<file path="src/rtl/axil_rd_streamer_if.sv">
// AXI-Lite read channel plus AXI-Stream output bundled for the read streamer.
interface axil_rd_streamer_if #(
    parameter int DW           = 32,
    parameter int G_ADDR_WIDTH = 10
);
    // AXI-Lite read address / data channels
    logic                    m_axil_arvalid;
    logic                    m_axil_arready;
    logic [G_ADDR_WIDTH-1:0] m_axil_araddr;
    logic                    m_axil_rvalid;
    logic                    m_axil_rready;
    logic [DW-1:0]           m_axil_rdata;
    logic [1:0]              m_axil_rresp;
    // AXI-Stream output
    logic                    m_tvalid;
    logic                    m_tready;
    logic [DW-1:0]           m_tdata;
    logic                    m_tlast;

    // Streamer side: initiates reads, sources the stream
    modport master (
        output m_axil_arvalid, m_axil_araddr, m_axil_rready,
        output m_tvalid, m_tdata, m_tlast,
        input  m_axil_arready, m_axil_rvalid, m_axil_rdata, m_axil_rresp,
        input  m_tready
    );

    // Memory-slave / stream-sink side
    modport slave (
        input  m_axil_arvalid, m_axil_araddr, m_axil_rready,
        input  m_tvalid, m_tdata, m_tlast,
        output m_axil_arready, m_axil_rvalid, m_axil_rdata, m_axil_rresp,
        output m_tready
    );
endinterface

</file>
<file path="src/rtl/axil_rd_streamer.sv">
// AXI-Lite read initiator: sweeps base + k*stride for len words, one read
// outstanding, and forwards each returned word as one AXI-Stream beat.
module axil_rd_streamer #(
    parameter int DW           = 32,
    parameter int G_ADDR_WIDTH = 10,
    parameter int G_LEN_WIDTH  = G_ADDR_WIDTH + 1
) (
    input  logic                    i_clk,
    input  logic                    i_rst_n,
    input  logic                    i_start,
    input  logic [G_ADDR_WIDTH-1:0] i_base,
    input  logic [G_ADDR_WIDTH-1:0] i_stride,
    input  logic [G_LEN_WIDTH-1:0]  i_len,
    output logic                    o_busy,
    output logic                    o_done,
    output logic                    o_err,
    axil_rd_streamer_if.master      bus
);

    typedef enum logic [1:0] {StIdle, StAr, StR, StOut} state_e;

    state_e                  state_q, state_d;
    logic [G_ADDR_WIDTH-1:0] addr_q, addr_d;
    logic [G_ADDR_WIDTH-1:0] stride_q, stride_d;
    logic [G_LEN_WIDTH-1:0]  len_q, len_d;
    logic [G_LEN_WIDTH-1:0]  idx_q, idx_d;
    logic [DW-1:0]           tdata_q, tdata_d;
    logic                    tlast_q, tlast_d;
    logic                    err_q, err_d;
    logic                    done_q, done_d;

    // Next-state and datapath updates for the sweep FSM
    always_comb begin
        state_d  = state_q;
        addr_d   = addr_q;
        stride_d = stride_q;
        len_d    = len_q;
        idx_d    = idx_q;
        tdata_d  = tdata_q;
        tlast_d  = tlast_q;
        err_d    = err_q;
        done_d   = 1'b0;
        unique case (state_q)
            StIdle: begin
                if (i_start) begin
                    addr_d   = i_base;
                    stride_d = i_stride;
                    len_d    = i_len;
                    idx_d    = '0;
                    err_d    = 1'b0;
                    tlast_d  = 1'b0;
                    // Zero-length sweep completes without touching the bus
                    if (i_len == '0) begin
                        done_d = 1'b1;
                    end else begin
                        state_d = StAr;
                    end
                end
            end
            StAr: begin
                if (bus.m_axil_arready) begin
                    state_d = StR;
                end
            end
            StR: begin
                if (bus.m_axil_rvalid) begin
                    // Data is forwarded even when the response is an error
                    tdata_d = bus.m_axil_rdata;
                    err_d   = err_q | (bus.m_axil_rresp != 2'b00);
                    tlast_d = (idx_q == len_q - G_LEN_WIDTH'(1));
                    state_d = StOut;
                end
            end
            StOut: begin
                if (bus.m_tready) begin
                    if (tlast_q) begin
                        tlast_d = 1'b0;
                        done_d  = 1'b1;
                        state_d = StIdle;
                    end else begin
                        // Address wraps silently at 2^G_ADDR_WIDTH
                        addr_d  = addr_q + stride_q;
                        idx_d   = idx_q + G_LEN_WIDTH'(1);
                        state_d = StAr;
                    end
                end
            end
            default: state_d = StIdle;
        endcase
    end

    // State and datapath registers, asynchronously cleared
    always_ff @(posedge i_clk or negedge i_rst_n) begin
        if (!i_rst_n) begin
            state_q  <= StIdle;
            addr_q   <= '0;
            stride_q <= '0;
            len_q    <= '0;
            idx_q    <= '0;
            tdata_q  <= '0;
            tlast_q  <= 1'b0;
            err_q    <= 1'b0;
            done_q   <= 1'b0;
        end else begin
            state_q  <= state_d;
            addr_q   <= addr_d;
            stride_q <= stride_d;
            len_q    <= len_d;
            idx_q    <= idx_d;
            tdata_q  <= tdata_d;
            tlast_q  <= tlast_d;
            err_q    <= err_d;
            done_q   <= done_d;
        end
    end

    // Handshake outputs decode directly from the registered state
    always_comb begin
        bus.m_axil_arvalid = (state_q == StAr);
        bus.m_axil_araddr  = addr_q;
        bus.m_axil_rready  = (state_q == StR);
        bus.m_tvalid       = (state_q == StOut);
        bus.m_tdata        = tdata_q;
        bus.m_tlast        = tlast_q;
        o_busy             = (state_q != StIdle);
        o_done             = done_q;
        o_err              = err_q;
    end

endmodule

</file>
<file path="src/flat_wrapper.sv">
// flat-port wrapper written by rule: the top's interface ports become plain ports
module axil_rd_streamer_flat 
#(
    parameter int DW           = 32,
    parameter int G_ADDR_WIDTH = 10,
    parameter int G_LEN_WIDTH  = G_ADDR_WIDTH + 1
)
  (i_clk, i_rst_n, i_start, i_base, i_stride, i_len, o_busy, o_done, o_err, bus_m_axil_arvalid, bus_m_axil_araddr, bus_m_axil_rready, bus_m_tvalid, bus_m_tdata, bus_m_tlast, bus_m_axil_arready, bus_m_axil_rvalid, bus_m_axil_rdata, bus_m_axil_rresp, bus_m_tready);
  axil_rd_streamer_if #(.DW(DW), .G_ADDR_WIDTH(G_ADDR_WIDTH)) bus_i ();
  input  logic i_clk;
  input  logic i_rst_n;
  input  logic i_start;
  input  logic [G_ADDR_WIDTH-1:0] i_base;
  input  logic [G_ADDR_WIDTH-1:0] i_stride;
  input  logic [G_LEN_WIDTH-1:0] i_len;
  output logic o_busy;
  output logic o_done;
  output logic o_err;
  output wire logic [$bits(bus_i.m_axil_arvalid)-1:0] bus_m_axil_arvalid;
  output wire logic [$bits(bus_i.m_axil_araddr)-1:0] bus_m_axil_araddr;
  output wire logic [$bits(bus_i.m_axil_rready)-1:0] bus_m_axil_rready;
  output wire logic [$bits(bus_i.m_tvalid)-1:0] bus_m_tvalid;
  output wire logic [$bits(bus_i.m_tdata)-1:0] bus_m_tdata;
  output wire logic [$bits(bus_i.m_tlast)-1:0] bus_m_tlast;
  input wire logic [$bits(bus_i.m_axil_arready)-1:0] bus_m_axil_arready;
  input wire logic [$bits(bus_i.m_axil_rvalid)-1:0] bus_m_axil_rvalid;
  input wire logic [$bits(bus_i.m_axil_rdata)-1:0] bus_m_axil_rdata;
  input wire logic [$bits(bus_i.m_axil_rresp)-1:0] bus_m_axil_rresp;
  input wire logic [$bits(bus_i.m_tready)-1:0] bus_m_tready;
  assign bus_m_axil_arvalid = bus_i.m_axil_arvalid;
  assign bus_m_axil_araddr = bus_i.m_axil_araddr;
  assign bus_m_axil_rready = bus_i.m_axil_rready;
  assign bus_m_tvalid = bus_i.m_tvalid;
  assign bus_m_tdata = bus_i.m_tdata;
  assign bus_m_tlast = bus_i.m_tlast;
  assign bus_i.m_axil_arready = bus_m_axil_arready;
  assign bus_i.m_axil_rvalid = bus_m_axil_rvalid;
  assign bus_i.m_axil_rdata = bus_m_axil_rdata;
  assign bus_i.m_axil_rresp = bus_m_axil_rresp;
  assign bus_i.m_tready = bus_m_tready;
  axil_rd_streamer #(.DW(DW), .G_ADDR_WIDTH(G_ADDR_WIDTH), .G_LEN_WIDTH(G_LEN_WIDTH)) u_core (.i_clk(i_clk), .i_rst_n(i_rst_n), .i_start(i_start), .i_base(i_base), .i_stride(i_stride), .i_len(i_len), .o_busy(o_busy), .o_done(o_done), .o_err(o_err), .bus(bus_i));
endmodule
</file>
<file path="config.mk">
export PLATFORM = sky130hd
export DESIGN_NAME = axil_rd_streamer_flat
export DESIGN_NICKNAME = d
export VERILOG_FILES = /design/src/rtl/axil_rd_streamer_if.sv /design/src/rtl/axil_rd_streamer.sv /design/src/flat_wrapper.sv
export SDC_FILE = /design/constraint.sdc
export NUM_CORES = 1
export LEC_CHECK = 0
export ABC_CLOCK_PERIOD_IN_PS = 5000
export BUFFER_PORTS_ARGS = -buffer_cell sky130_fd_sc_hd__buf_2
export CORE_MARGIN = 2
export CORE_UTILIZATION = 54
export DETAILED_ROUTE_END_ITERATION = 8
export GPL_TIMING_DRIVEN = 0
export PLACE_DENSITY_LB_ADDON = 0.25
export SETUP_SLACK_MARGIN = 0.2
export SLEW_MARGIN = 20
export SYNTH_ARGS = -nofsm -noshare
export SYNTH_HDL_FRONTEND = slang
export SYNTH_SLANG_ARGS = --single-unit
</file>
<file path="constraint.sdc">
create_clock -name i_clk -period 5 [get_ports i_clk]
set_input_delay 0.25 -clock i_clk [delete_from_list [all_inputs] [get_ports i_clk]]
set_output_delay 0.25 -clock i_clk [all_outputs]
set_load 0.01 [all_outputs]
</file>
==> summary.txt <==
GRT
  • First-pass GRT wire length: 16200 µm
  • GRT overflow: 0
  • Total Routing Usage GR: 24.2%
  • Initial antenna violation count: 0
  • Vias in the first global route: 3448
  • GR Layer Usage met2: 41.3%
  • M1 GR Usage: 29.5%
  • Met3 Use GR: 7.15%
  • Largest net degree at the start of global routing: 56
  • Most used routing layer: met2

Cells and area
  • Final Util: 68.0%
  • Commonest cells after routing, fill and taps aside: buf_2, dfrtp_1, mux2_2
  • # fillers: 635
  • Area Overhead vs Synth: 24.2%
  • Register area: 0.00198 mm²
  • Commonest non-fill, non-tap cell in the layout: buf_2
  • Share of cells above drive strength 1: 40.2%
  • Final cell count without fillers: 609
  • Area of the multi-input gates: 0.00207 mm²
  • # diodes: 0
  • Final nets: 590

Logic synthesis
  • Asr flop ratio synth: 100%
  • Simple-Gate Fraction of Synth Area: 13.0%
  • Largest family of logic cells by synthesized area: multiplexers
  • Post-synthesis mux area share: 16.0%
  • Post-Synth Adder-Cell Area: 5.29%
  • Synth Area in Compound Gates: 10.2%
  • Synthesized cell area: 0.00416 mm²
  • Synth Register Bits: 79
  • Xor/xnor share of the synthesized area: 5.05%
  • Synthesized area per cell: 11.3 µm²
  • Yosys warning total: 0
  • Most used DFF post-synth: dfrtp_1
  • Number of synthesized flops with an enable pin: 0
  • Cells after Synth: 370
  • Syn nets: 458
  • Sequential-to-total area share from yosys stat: 47.5%
  • Netlist cell types: 57

Floorplan
  • Die Wd: 91.8 µm
  • Die area: 0.00843 mm²
  • Starting Density: 54.7%
  • Die Ht: 91.8 µm
  • Num rows: 32
  • Ports: 120
  • CORE AREA: 0.00761 mm²

Clocking
  • Clock latency on the worst-skew pair: 0.35 ns
  • Bufs on Longest Clock Path: 2
  • CTS tree: built
  • # Post-CTS Setup Buffers: 0
  • TritonCTS sink count: 79
  • CTS buffer count: 9
  • H-tree lvl count: 3
  • Root Buffer: clkbuf_8
  • Reg clk slew, reported paths: 0.09 ns

Timing
  • Peak Freq: 411 MHz
  • RSZ-0062 raised after global routing: false
  • Slew margin rel.: 58.2%
  • Clock skew: 0.00980 ns
  • Total negative setup slack: 0 ns
  • Slew at the pin closest to its max-slew limit: 0.627 ns
  • Final setup violation count: 0
  • Slew Limit Fails: 0
  • Final min period: 2.43 ns
  • Final Hold Viols: 0
  • Fin crit share: 48.7%
  • Hold Slack: 0.112 ns

Worst hold path
  • Worst min-delay path category: input port to flip-flop
  • Hold Crit Depth: 2

Setup path
  • Critical-path maximum fanout: 10
  • Worst path slowest cell: dfrtp_1
  • Crit. End Element: flip-flop
  • R2r worst-path depth: 8
  • CP Cell Sequence: ha_1 -> clkbuf_1 -> inv_2 -> o221ai_1 -> or2_2 -> nor3_1 -> o2111ai_1 -> o2bb2ai_1
  • CP required: 5.28 ns
  • CP max stage delay: 0.45 ns
  • Kind of critical path: flip-flop to flip-flop
  • Critical Path AT: 2.71 ns
  • Critical path launch point type: flip-flop

Routing
  • Total number of vias: 3356
  • DRT iter0 DRCs: 97
  • Pre-antenna DRT Iters: 4
  • DRC: 0
  • Vias/cell: 5.51
  • Avg WL per Cell: 16.0 µm
  • Final wirelength: 9760 µm
  • ANT nets after route: 0

Pwr
  • Leak: 0.00243 µW
  • PD cells: 674 mW/mm²
  • VDD IR max: 0.000379 V

Placement
  • GPL Wtd Cong: 0.858
  • Port bufs: 119
  • Dpl hpwl: 7240 µm
  • Placed insts: 592

Run status
  • Status: finished clean

Run
  • Max cap viols: 0
-- what timing repair did --
action | in CTS | in global routing
setup endpoints to repair | 0 | 0
endpoints found under the hold margin | 24 | 0
resized for setup | 0 | 0
hold buffers | 1 | 0
-- cell usage after synthesis, types with 5 or more instances --
cell / n / area, µm²
xnor2_1: 17 / 149
ha_1: 16 / 200
clkbuf_1: 7 / 26.3
nand2_1: 16 / 60.1
o21ai_0: 11 / 55.1
nor3_1: 17 / 85.1
buf_1: 5 / 18.8
dfrtp_1: 79 / 1980
inv_1: 10 / 37.5
a21oi_1: 16 / 80.1
xor2_1: 7 / 61.3
mux2i_1: 6 / 60.1
nor2_1: 26 / 97.6
nand3_1: 11 / 55.1
mux2_2: 53 / 597
-- final timing paths --
check,startpoint,end,slack (ns)
max,u_core.state_q[0],u_core.bus.m_tlast,2.57
min,bus_m_axil_rdata[2],u_core.bus.m_tdata[2],0.11
max reg2reg,u_core.state_q[0],u_core.bus.m_tlast,2.57
min reg2reg,u_core.bus.m_tdata[16],u_core.bus.m_tdata[16],0.50
max in group asynchronous,i_rst_n,u_core.bus.m_axil_araddr[0],4.06
min in group asynchronous,i_rst_n,u_core.stride_q[5],0.35
-- registers in the layout, summed over array words and instances, names as in the netlist --
name and count:
u_core.bus.m_axil_araddr 10, u_core.state_q 2, u_core.bus.m_tdata 32, u_core.len_q 11, u_core.o_err 1, u_core.o_done 1
u_core.idx_q 11, u_core.stride_q 10, u_core.bus.m_tlast 1
-- worst max-delay path, delay by kind of cell, from the launching register on --
family	cells	cell delay, ns
adders and majority gates	1	0.30
buffers and inverters	2	0.53
and+or+nand+nor	2	0.58
AOI/OAI and AO/OA	3	0.50
DFF	1	0.45
-- report_power, final --
part / leakage (µW) / internal, µW / switching [µW]
Clock: 0.000123 / 333 / 246
Sequential: 0.000961 / 928 / 203
Combinational: 0.00134 / 841 / 934
Total: 0.00243 / 2100 / 1380
-- through the flow --
stage                     setup slack (ns)  power, µW  instance area (µm²)
after CTS                             2.56       3500                 5170
after detailed placement              2.58       2900                 4920
after global placement                2.66       2810                 4890
final                                 2.57       3480                 5170
after floorplan                       2.82       2370                 4160
after global routing                  2.37       3740                 5170
-- layout make-up --
class	count	share of cell area (%)
multi-input cells	265	40.0
flip-flops and latches	79	38.2
repair buffers	121	12.3
well taps	102	2.47
clock buffers	9	2.39
clock inverters	7	2.35
plain buffers	15	1.52
inverters	11	0.798
-- metal layers --
layer,wire [µm],share of wire [%],vias to the layer above
met4,138,1.4,0
met5,0,0,-
met2,4980,51,100
met1,4000,41,1642
li1,-,-,1599
met3,639,6.5,15
-- logic make-up after synthesis --
group	count (synthesis)
AO/OA/AOI/OAI	64
XOR/XNOR	24
adder cells (fa/ha/maj)	17
buffers and inverters	26
flip-flops	79
multiplexers	60
AND/OR/NAND/NOR	100
(Power assumes the default switching activity.)
